==> config.mk <==
export PLATFORM = sky130hd
export DESIGN_NAME = cache_bus_rd_mux
export DESIGN_NICKNAME = d
export VERILOG_FILES = /design/src/rtl/cache_bus_rd_mux.sv
export SDC_FILE = /design/constraint.sdc
export NUM_CORES = 1
export LEC_CHECK = 0
export BUFFER_PORTS_ARGS = -buffer_cell sky130_fd_sc_hd__buf_2
export CAP_MARGIN = 20
export CORE_AREA = 2 2 171 173
export CTS_CLUSTER_SIZE = 8
export DETAILED_ROUTE_END_ITERATION = 16
export DIE_AREA = 0 0 173 175
export GPL_TIMING_DRIVEN = 0
export SYNTH_ARGS = -nofsm -noshare
export SYNTH_HDL_FRONTEND = slang
export SYNTH_SLANG_ARGS = --single-unit
==> constraint.sdc <==
create_clock -name clk -period 6.9 [get_ports clk]
set_input_delay 2.07 -clock clk [delete_from_list [all_inputs] [get_ports clk]]
set_output_delay 2.07 -clock clk [all_outputs]
set_load 0.05 [all_outputs]
==> src/rtl/cache_bus_rd_mux.sv <==
// cache_bus_rd_mux: N-to-1 multiplexer for the read half (AR/R) of the CacheBus.
// AR requests from MASTER_NUM cache-side masters are arbitrated round-robin
// into one registered output slot, with the master index prepended to the ID.
// R beats are routed back combinationally using the upper ID bits. Each
// master's in-flight bursts are counted and it is throttled at MAX_OUTSTANDING.
//
// Handshake semantics (all channels): a transfer occurs on the rising clk edge
// where valid and ready are both high. A source asserting valid holds valid and
// its payload stable until that edge; valid never waits on ready.
module cache_bus_rd_mux #(
    parameter int MASTER_NUM      = 4,
    parameter int ADDR_WIDTH      = 32,
    parameter int DATA_WIDTH      = 64,
    parameter int ID_WIDTH        = 4,
    parameter int USER_WIDTH      = 1,
    parameter int MAX_OUTSTANDING = 8,
    localparam int IDX_W          = $clog2(MASTER_NUM),
    localparam int SID_W          = ID_WIDTH + IDX_W
) (
    input  logic                             clk,
    input  logic                             rst,
    // upstream AR
    input  logic [MASTER_NUM-1:0]            m_ar_valid,
    output logic [MASTER_NUM-1:0]            m_ar_ready,
    input  logic [MASTER_NUM*ID_WIDTH-1:0]   m_ar_id,
    input  logic [MASTER_NUM*ADDR_WIDTH-1:0] m_ar_addr,
    input  logic [MASTER_NUM*8-1:0]          m_ar_len,
    input  logic [MASTER_NUM*3-1:0]          m_ar_size,
    input  logic [MASTER_NUM*2-1:0]          m_ar_burst,
    input  logic [MASTER_NUM*4-1:0]          m_ar_snoop,
    input  logic [MASTER_NUM*USER_WIDTH-1:0] m_ar_user,
    // upstream R
    output logic [MASTER_NUM-1:0]            m_r_valid,
    input  logic [MASTER_NUM-1:0]            m_r_ready,
    output logic [ID_WIDTH-1:0]              m_r_id,
    output logic [DATA_WIDTH-1:0]            m_r_data,
    output logic [4:0]                       m_r_resp,
    output logic                             m_r_last,
    output logic [USER_WIDTH-1:0]            m_r_user,
    // downstream AR
    output logic                             s_ar_valid,
    input  logic                             s_ar_ready,
    output logic [SID_W-1:0]                 s_ar_id,
    output logic [ADDR_WIDTH-1:0]            s_ar_addr,
    output logic [7:0]                       s_ar_len,
    output logic [2:0]                       s_ar_size,
    output logic [1:0]                       s_ar_burst,
    output logic [3:0]                       s_ar_snoop,
    output logic [USER_WIDTH-1:0]            s_ar_user,
    // downstream R
    input  logic                             s_r_valid,
    output logic                             s_r_ready,
    input  logic [SID_W-1:0]                 s_r_id,
    input  logic [DATA_WIDTH-1:0]            s_r_data,
    input  logic [4:0]                       s_r_resp,
    input  logic                             s_r_last,
    input  logic [USER_WIDTH-1:0]            s_r_user
);

    localparam int CNT_W = $clog2(MAX_OUTSTANDING + 1);
    localparam logic [CNT_W-1:0] CNT_MAX  = CNT_W'(MAX_OUTSTANDING);
    localparam logic [IDX_W:0]   NUM_EXT  = (IDX_W + 1)'(MASTER_NUM);
    localparam logic [IDX_W-1:0] LAST_IDX = IDX_W'(MASTER_NUM - 1);

    // per-master views of the packed AR buses
    logic [ID_WIDTH-1:0]   ar_id_a    [MASTER_NUM];
    logic [ADDR_WIDTH-1:0] ar_addr_a  [MASTER_NUM];
    logic [7:0]            ar_len_a   [MASTER_NUM];
    logic [2:0]            ar_size_a  [MASTER_NUM];
    logic [1:0]            ar_burst_a [MASTER_NUM];
    logic [3:0]            ar_snoop_a [MASTER_NUM];
    logic [USER_WIDTH-1:0] ar_user_a  [MASTER_NUM];

    // outstanding burst counters and their update strobes
    logic [CNT_W-1:0]      cnt [MASTER_NUM];
    logic [MASTER_NUM-1:0] inc;
    logic [MASTER_NUM-1:0] dec;
    logic [MASTER_NUM-1:0] eligible;

    // arbitration state
    logic [IDX_W-1:0] ptr;
    logic [IDX_W-1:0] grant_idx;
    logic [IDX_W:0]   cand_sum;
    logic             grant_valid;
    logic             slot_accept;

    // R routing
    logic [IDX_W-1:0] r_idx;
    logic             r_idx_ok;
    logic             r_last_hs;

    for (genvar i = 0; i < MASTER_NUM; i++) begin : g_unpack
        assign ar_id_a[i]    = m_ar_id[i*ID_WIDTH +: ID_WIDTH];
        assign ar_addr_a[i]  = m_ar_addr[i*ADDR_WIDTH +: ADDR_WIDTH];
        assign ar_len_a[i]   = m_ar_len[i*8 +: 8];
        assign ar_size_a[i]  = m_ar_size[i*3 +: 3];
        assign ar_burst_a[i] = m_ar_burst[i*2 +: 2];
        assign ar_snoop_a[i] = m_ar_snoop[i*4 +: 4];
        assign ar_user_a[i]  = m_ar_user[i*USER_WIDTH +: USER_WIDTH];
        // a master may only compete while it has room for another burst
        assign eligible[i]   = m_ar_valid[i] && (cnt[i] < CNT_MAX);
    end

    // The slot refills in the same cycle it drains, giving one AR per cycle.
    assign slot_accept = !s_ar_valid || s_ar_ready;

    // Round-robin search: first eligible master at or after ptr, wrapping.
    always_comb begin
        grant_valid = 1'b0;
        grant_idx   = '0;
        cand_sum    = '0;
        if (slot_accept && !rst) begin
            for (int k = 0; k < MASTER_NUM; k++) begin
                cand_sum = {1'b0, ptr} + (IDX_W + 1)'(k);
                if (cand_sum >= NUM_EXT) begin
                    cand_sum = cand_sum - NUM_EXT;
                end
                if (!grant_valid && eligible[cand_sum[IDX_W-1:0]]) begin
                    grant_valid = 1'b1;
                    grant_idx   = cand_sum[IDX_W-1:0];
                end
            end
        end
    end

    // Ready goes only to the granted master; grant implies valid, so grant is the handshake.
    always_comb begin
        m_ar_ready = '0;
        if (grant_valid) begin
            m_ar_ready[grant_idx] = 1'b1;
        end
    end

    // AR output slot: load on handshake, clear when drained, hold while stalled.
    always_ff @(posedge clk) begin
        if (rst) begin
            s_ar_valid <= 1'b0;
            s_ar_id    <= '0;
            s_ar_addr  <= '0;
            s_ar_len   <= '0;
            s_ar_size  <= '0;
            s_ar_burst <= '0;
            s_ar_snoop <= '0;
            s_ar_user  <= '0;
        end else if (grant_valid) begin
            s_ar_valid <= 1'b1;
            s_ar_id    <= {grant_idx, ar_id_a[grant_idx]};
            s_ar_addr  <= ar_addr_a[grant_idx];
            s_ar_len   <= ar_len_a[grant_idx];
            s_ar_size  <= ar_size_a[grant_idx];
            s_ar_burst <= ar_burst_a[grant_idx];
            s_ar_snoop <= ar_snoop_a[grant_idx];
            s_ar_user  <= ar_user_a[grant_idx];
        end else if (s_ar_ready) begin
            s_ar_valid <= 1'b0;
        end
    end

    // Pointer moves past the winner; it holds when nothing is granted.
    always_ff @(posedge clk) begin
        if (rst) begin
            ptr <= '0;
        end else if (grant_valid) begin
            ptr <= (grant_idx == LAST_IDX) ? '0 : grant_idx + IDX_W'(1);
        end
    end

    assign r_idx = s_r_id[SID_W-1 -: IDX_W];

    // With a non-power-of-two master count some index codes name no master.
    if ((1 << IDX_W) == MASTER_NUM) begin : g_idx_pow2
        assign r_idx_ok = 1'b1;
    end else begin : g_idx_range
        assign r_idx_ok = ({1'b0, r_idx} < NUM_EXT);
    end

    // Route the R beat to its master; beats with an unknown index are drained.
    always_comb begin
        m_r_valid = '0;
        s_r_ready = 1'b1;
        if (r_idx_ok) begin
            m_r_valid[r_idx] = s_r_valid;
            s_r_ready        = m_r_ready[r_idx];
        end
    end

    assign m_r_id   = s_r_id[ID_WIDTH-1:0];
    assign m_r_data = s_r_data;
    assign m_r_resp = s_r_resp;
    assign m_r_last = s_r_last;
    assign m_r_user = s_r_user;

    assign r_last_hs = s_r_valid && s_r_ready && s_r_last && r_idx_ok;

    // Report beats carrying an index that maps to no master.
    always @(posedge clk) begin
        if (!rst && s_r_valid) begin
            assert (r_idx_ok) else $error("cache_bus_rd_mux: R beat with out-of-range master index %0d", r_idx);
        end
    end

    for (genvar i = 0; i < MASTER_NUM; i++) begin : g_cnt
        assign inc[i] = grant_valid && (grant_idx == IDX_W'(i));
        assign dec[i] = r_last_hs && (r_idx == IDX_W'(i));

        // Count bursts from AR acceptance (slot included) until their last R beat.
        always_ff @(posedge clk) begin
            if (rst) begin
                cnt[i] <= '0;
            end else if (inc[i] && !dec[i]) begin
                cnt[i] <= cnt[i] + CNT_W'(1);
            end else if (dec[i] && !inc[i]) begin
                if (cnt[i] != '0) begin
                    cnt[i] <= cnt[i] - CNT_W'(1);
                end
            end
        end

        // A last beat for a master with nothing outstanding is a slave protocol error.
        always @(posedge clk) begin
            if (!rst && dec[i] && !inc[i]) begin
                assert (cnt[i] != '0) else $error("cache_bus_rd_mux: R last for master %0d with no outstanding burst", i);
            end
        end
    end

endmodule

Word-level counts from Yosys, hierarchy flattened
Memory sizes are Yosys's and may differ from the RTL's. Cells that the tools add are included. Widths: inputs -> output; s select.

Add/subtract/negate cells: 16. Order comparisons: 17. Eq/ne operators: 6. Multiplexer cells: 102. Bitwise operators: 10. Reductions and logical operators: 49.

Operator list (count): $bmux 32 s2 (1); $mux 32 (2); $mux 1 (53); $mux 4 (13); $mux 2 (16); $logic_and 1x1->1 (28); $lt 2x3->1 const B (6); $add 4x1->4 const B (4); $bmux 4 s2 (2); $bmux 8 s2 (1); $lt 4x4->1 const B (4); $mux 8 (2); $reduce_bool 4->1 (4); $sub 4x1->4 const B (4); $logic_not 1->1 (13); $bmux 1 s2 (6); $ge 3x3->1 const B (4); $eq 2x2->1 const B (4); $or 1x1->1 (8); $sub 2x1->2 const B (4); $add 2x2->3 const B (2); $bmux 3 s2 (1); $mux 3 (2); $and 4x4->4 (1); other kinds (11) (15).

Register bits after elaboration: 59. RAM bits: 16. Input port bits: 305. Output and inout bits: 141. Word-level logic and storage cells: 210. Memories kept: 1.

Memory list: cnt (words 4, bits a word 4, rd ports 4, clocked after memory_dff 0, write ports 4, line 75) `logic [CNT_W-1:0] cnt [MASTER_NUM];`.

Depth between registers and ports, before layout
Depth in word-level cells: 29. Mapped depth: 16. Mapped depth without buffers: 14.

Least setup slack after synthesis
OpenSTA, ideal clock, no wires.

Path kind: input-to-output. From: in s_ar_ready. To: out m_ar_ready[1]. Arrival time: 4.021 ns. Required time: 4.830 ns. Path slack: 0.809 ns. Stages on the path: 9. Path buffers: 2. Path through: inv_1 a21oi_1 o21ai_0 or3_1 clkbuf_1 buf_2 inv_2 ha_1 and3_1.

Cells in the longest elaborated chain, start to end: 8. Elaborated cells on any way between the ends: 10. Those cells by class: order compare (2); mux (5); reduce/logical (3).

Ends and longest elaborated chain: start, declared (line 42) `input logic s_ar_ready,`; $logic_or 1x1->1 * (line 105) `assign slot_accept = !s_ar_valid || s_ar_ready;`; $logic_and 1x1->1 * (line 112) `if (slot_accept && !rst) begin`; $mux 2 * (line 112); via grant_idx[0] (line 82) `logic [IDX_W-1:0] grant_idx;`; $lt 2x3->1 (implied by the code) / $ge 2x1->1 (equally long branches) (line 130) `m_ar_ready[grant_idx] = 1'b1;`; $logic_and 1x1->1 (implied by the code) (line 130); $mux 1 (implied by the code) (line 130); $demux 1 s2 * (line 130); $mux 4 * (line 129) `if (grant_valid) begin`; end, declared (line 24) `output logic [MASTER_NUM-1:0] m_ar_ready,`.

The timed path passes the listed nets; every way through them passes the cells marked *.

Worst setup path in the final report
From: in m_ar_valid[3]. To: out m_ar_ready[2].

Cells in the longest elaborated chain, start to end: 22. Elaborated cells on any way between the ends: 34. Those cells by class: order compare (2); mux (24); reduce/logical (8).

Ends and longest elaborated chain: start, declared (line 23) `input logic [MASTER_NUM-1:0] m_ar_valid,`; $logic_and 1x1->1 * (line 101) `assign eligible[i] = m_ar_valid[i] && (cnt[i] < CNT_MAX);`; $bmux 1 s2 (line 118) `if (!grant_valid && eligible[cand_sum[IDX_W-1:0]]) begin`; $mux 1 (implied by the code) (line 118); $mux 1 (line 118); $mux 1 (line 112); $logic_not 1->1 (line 118); $logic_and 1x1->1 (line 118); $mux 1 (line 118); (+6 left out); $logic_and 1x1->1 (line 118); $mux 2 (line 118); $mux 2 (line 112); $lt 2x3->1 (implied by the code) / $ge 2x1->1 (equally long branches) (line 130); $logic_and 1x1->1 (implied by the code) (line 130); $mux 1 (implied by the code) (line 130); $demux 1 s2 (line 130); $mux 4 * (line 129).

Mark *: on every way between the ends. The rest lies on a longest branch, timed or not. The select of a mux whose other input is x is not followed.

==> flow_metrics.py <==
metrics = {
    "run_status": {
        "status": "completed",
    },
    "synth": {
        "yosysTopAreaCellShare": 0.228,
        "ys_async_sr_fraction": 0,
        "synth_fa_ha_area_frac": 0.0329,
        "synth_seq_area_share": 0.321,
        "syn_avg_cell_area_um2": 9.18,
        "synth_nets": 881,
        "synth_area_leader_cell": "dfxtp_1",
        "ys_types": 47,
        "synth_xor_xnor_area_share": 0.00339,
        "synthCells": 563,
        "netlist_top_cells_area": "dfxtp_1 (23%), mux2i_1 (20%), buf_4 (11%)",
        "yosys_warnings": 0,
        "synth-edff-count": 16,
        "synth_compound_area_frac": 0.164,
        "ys.flop_type": "dfxtp_1",
        "syn_area_mm2": 0.00517,
        "ys_ff_latch": 75,
        "synth_top_family_by_area": "multiplexers",
        "yosys.area_share.simple": 0.120,
        "synth.area.mux_share": 0.204,
    },
    "floorplan": {
        "die-area_mm2": 0.0303,
        "core_area_mm2": 0.0284,
        "die_height_um": 175,
        "die_x_um": 173,
        "start_util": 0.182,
        "rows": 62,
        "pin_count": 446,
    },
    "placement": {
        "portBuffers": 370,
        "post-dp-hpwl_um": 17800,
        "place_area_mm2": 0.00750,
        "gp_congestion": 0.792,
        "place_inst": 1317,
    },
    "setup_path": {
        "cp_data_arrival_time_ps": 4590,
        "timing.rr.start": "cnt[0][3]",
        "start_kind": "primary input",
        "critPathRequiredTime_ps": 4830,
        "worstSetupStartpoint": "m_ar_valid[3]",
        "crit_type": "primary input to output port",
        "endpoint_kind": "output port",
        "cp_max_fo": 19,
    },
    "timing": {
        "maxSlewViolCount": 0,
        "whs_ps": 440,
        "fmax_ghz": 0.150,
        "rsz0062_at_grt": "no",
        "finalSetupViolCount": 0,
        "finalCriticalPeriod_ps": 6660,
        "fin_skew_ps": 10.3,
        "hold_viol": 0,
        "max_slew_margin": 0.408,
        "worst_slew_pin_slew_ps": 887,
        "period_share": 0.965,
    },
    "global_routing": {
        "grt_start_max_net_pins": 20,
        "grt_use_total": 0.135,
        "grt_pass1_vias": 5381,
        "grt-ovfl-total": 0,
        "grt_pass1_wl_um": 31100,
        "antenna_found_initial": 2,
    },
    "final_layout": {
        "drive_above_1_share": 0.511,
        "n_fill_cell": 3129,
        "layout.cells.non_filler": 1334,
        "layout_common_cells": "buf_2 (379), mux2i_1 (101), buf_4 (75), nand2_1 (61), dfxtp_1 (59)",
        "final_area_mm2": 0.00786,
        "fin_nets": 1261,
        "final_common_cell": "buf_2",
        "syn_to_final_growth_pct": 52.0,
    },
    "hold_path": {
        "min_from": "s_ar_id[5]",
        "worstHoldPathType": "flip-flop to flip-flop",
    },
    "route": {
        "ant_nets": 0,
        "drtIter0Drc": 224,
        "wirelength_um": 21600,
        "routedWlPerCell_um": 16.2,
        "vias": 5598,
        "vias_per_cell": 4.20,
        "firstDrtPassIters": 4,
        "route.detailed.drc": 0,
    },
    "cts": {
        "root_buffer": "clkbuf_16",
        "clkTransAtPathRegs_ps": 70,
        "cts.path.max_buffers": 2,
        "cts_setup_buffers": 0,
        "cts_buffers": 9,
        "clock_latency_ps": 340,
        "cts_tree": "done",
        "clock_sinks": 75,
        "cts_hold_buf": 0,
        "h-tree-depth": 3,
    },
    "pwr": {
        "p_leak_nw": 4.33,
        "irDropWorstVdd_mv": 0.115,
        "powerDensity_mw_per_mm2": 262,
    },
    "flow_run": {
        "maxCapViolations": 0,
    },
}
-- layer usage --
layer	part of all wire	track usage	routed length (um)	vias to the layer above
met5	0	0	0	-
met4	0.014	0.0360	305	0
met3	0.077	0.0376	1670	19
met2	0.49	0.232	10500	286
met1	0.42	0.166	9090	2531
li1	-	-	-	2762
-- timing repair --
item,in CTS,in global routing
resized for setup,1,8
cloned,0,0
endpoints found under the setup margin,4,4
-- cell usage after synthesis, drive strengths merged, types with 10 or more instances --
master,count
o211ai,10
clkbuf,23
edfxtp,16
a21oi,15
nor2,14
nand2,61
mux2i,101
a221oi,11
o221ai,44
nand2b,11
buf,87
nand3,12
ha,12
dfxtp,59
inv,22
-- power breakdown --
part	leakage, nW	internal (mW)	switching, mW	total [mW]
logic	3.51	0.284	0.638	0.922
clock network	0.164	0.338	0.203	0.541
registers	0.658	0.540	0.0532	0.594
-- layout make-up --
type	instances	area [um2]	area share
antenna	2	5.00	0.000637
buffer	109	716	0.0911
clock buffer	10	250	0.0318
clock inverter	6	86.3	0.0110
inverter	22	83.8	0.0107
multi-input combinational	356	2720	0.346
sequential	75	1660	0.211
tap	384	480	0.0611
timing repair buffer	370	1850	0.236
-- per-stage QoR --
step / worst slack [ps] / total power [mW] / TNS [ps] / utilization
after global routing: 15.4 / 2.16 / 0 / 0.277
after global placement: -274 / 1.52 / -690 / 0.264
after floorplan: 809 / 1.25 / 0 / -
final: 239 / 2.06 / 0 / 0.277
after CTS: 6.00 / 2.09 / 0 / 0.276
after detailed placement: -260 / 1.53 / -577 / 0.264
-- final timing paths --
path / to / slack [ps] / depth (start not counted)
worst min register to register: s_ar_id[5] / 440 / 2
worst min-delay path: s_ar_id[5] / 440 / 2
worst max-delay path: m_ar_ready[2] / 240 / 9
worst max register to register: cnt[1][3] / 2660 / 14
-- worst max-delay path, stage by stage --
cell and delay (ps):
buf_2 70, nor2b_1 340, o21ai_0 130, a22oi_1 340, nand2_1 460, clkinv_2 450
ha_1 210, and3_1 210, buf_2 290
-- registers in the layout, indices dropped and copies added, names as in the netlist --
name	flops
cnt	16
ptr	2
s_ar_addr	32
s_ar_burst	2
s_ar_id	6
s_ar_len	8
s_ar_size	3
s_ar_snoop	4
s_ar_user	1
s_ar_valid	1
-- cell families (layout without fill, tap and decap cells) --
family                     count (synthesis)  after routing
buffers and inverters                    132            517
and+or+nand+nor                          130            130
AOI/OAI and AO/OA                        107            107
muxes                                    104            104
DFF                                       75             75
adders and majority gates                 13             13
xor gates and xnor gates                   2              2
other                                      0              2
Note: power is estimated with default switching activity, not from simulation.
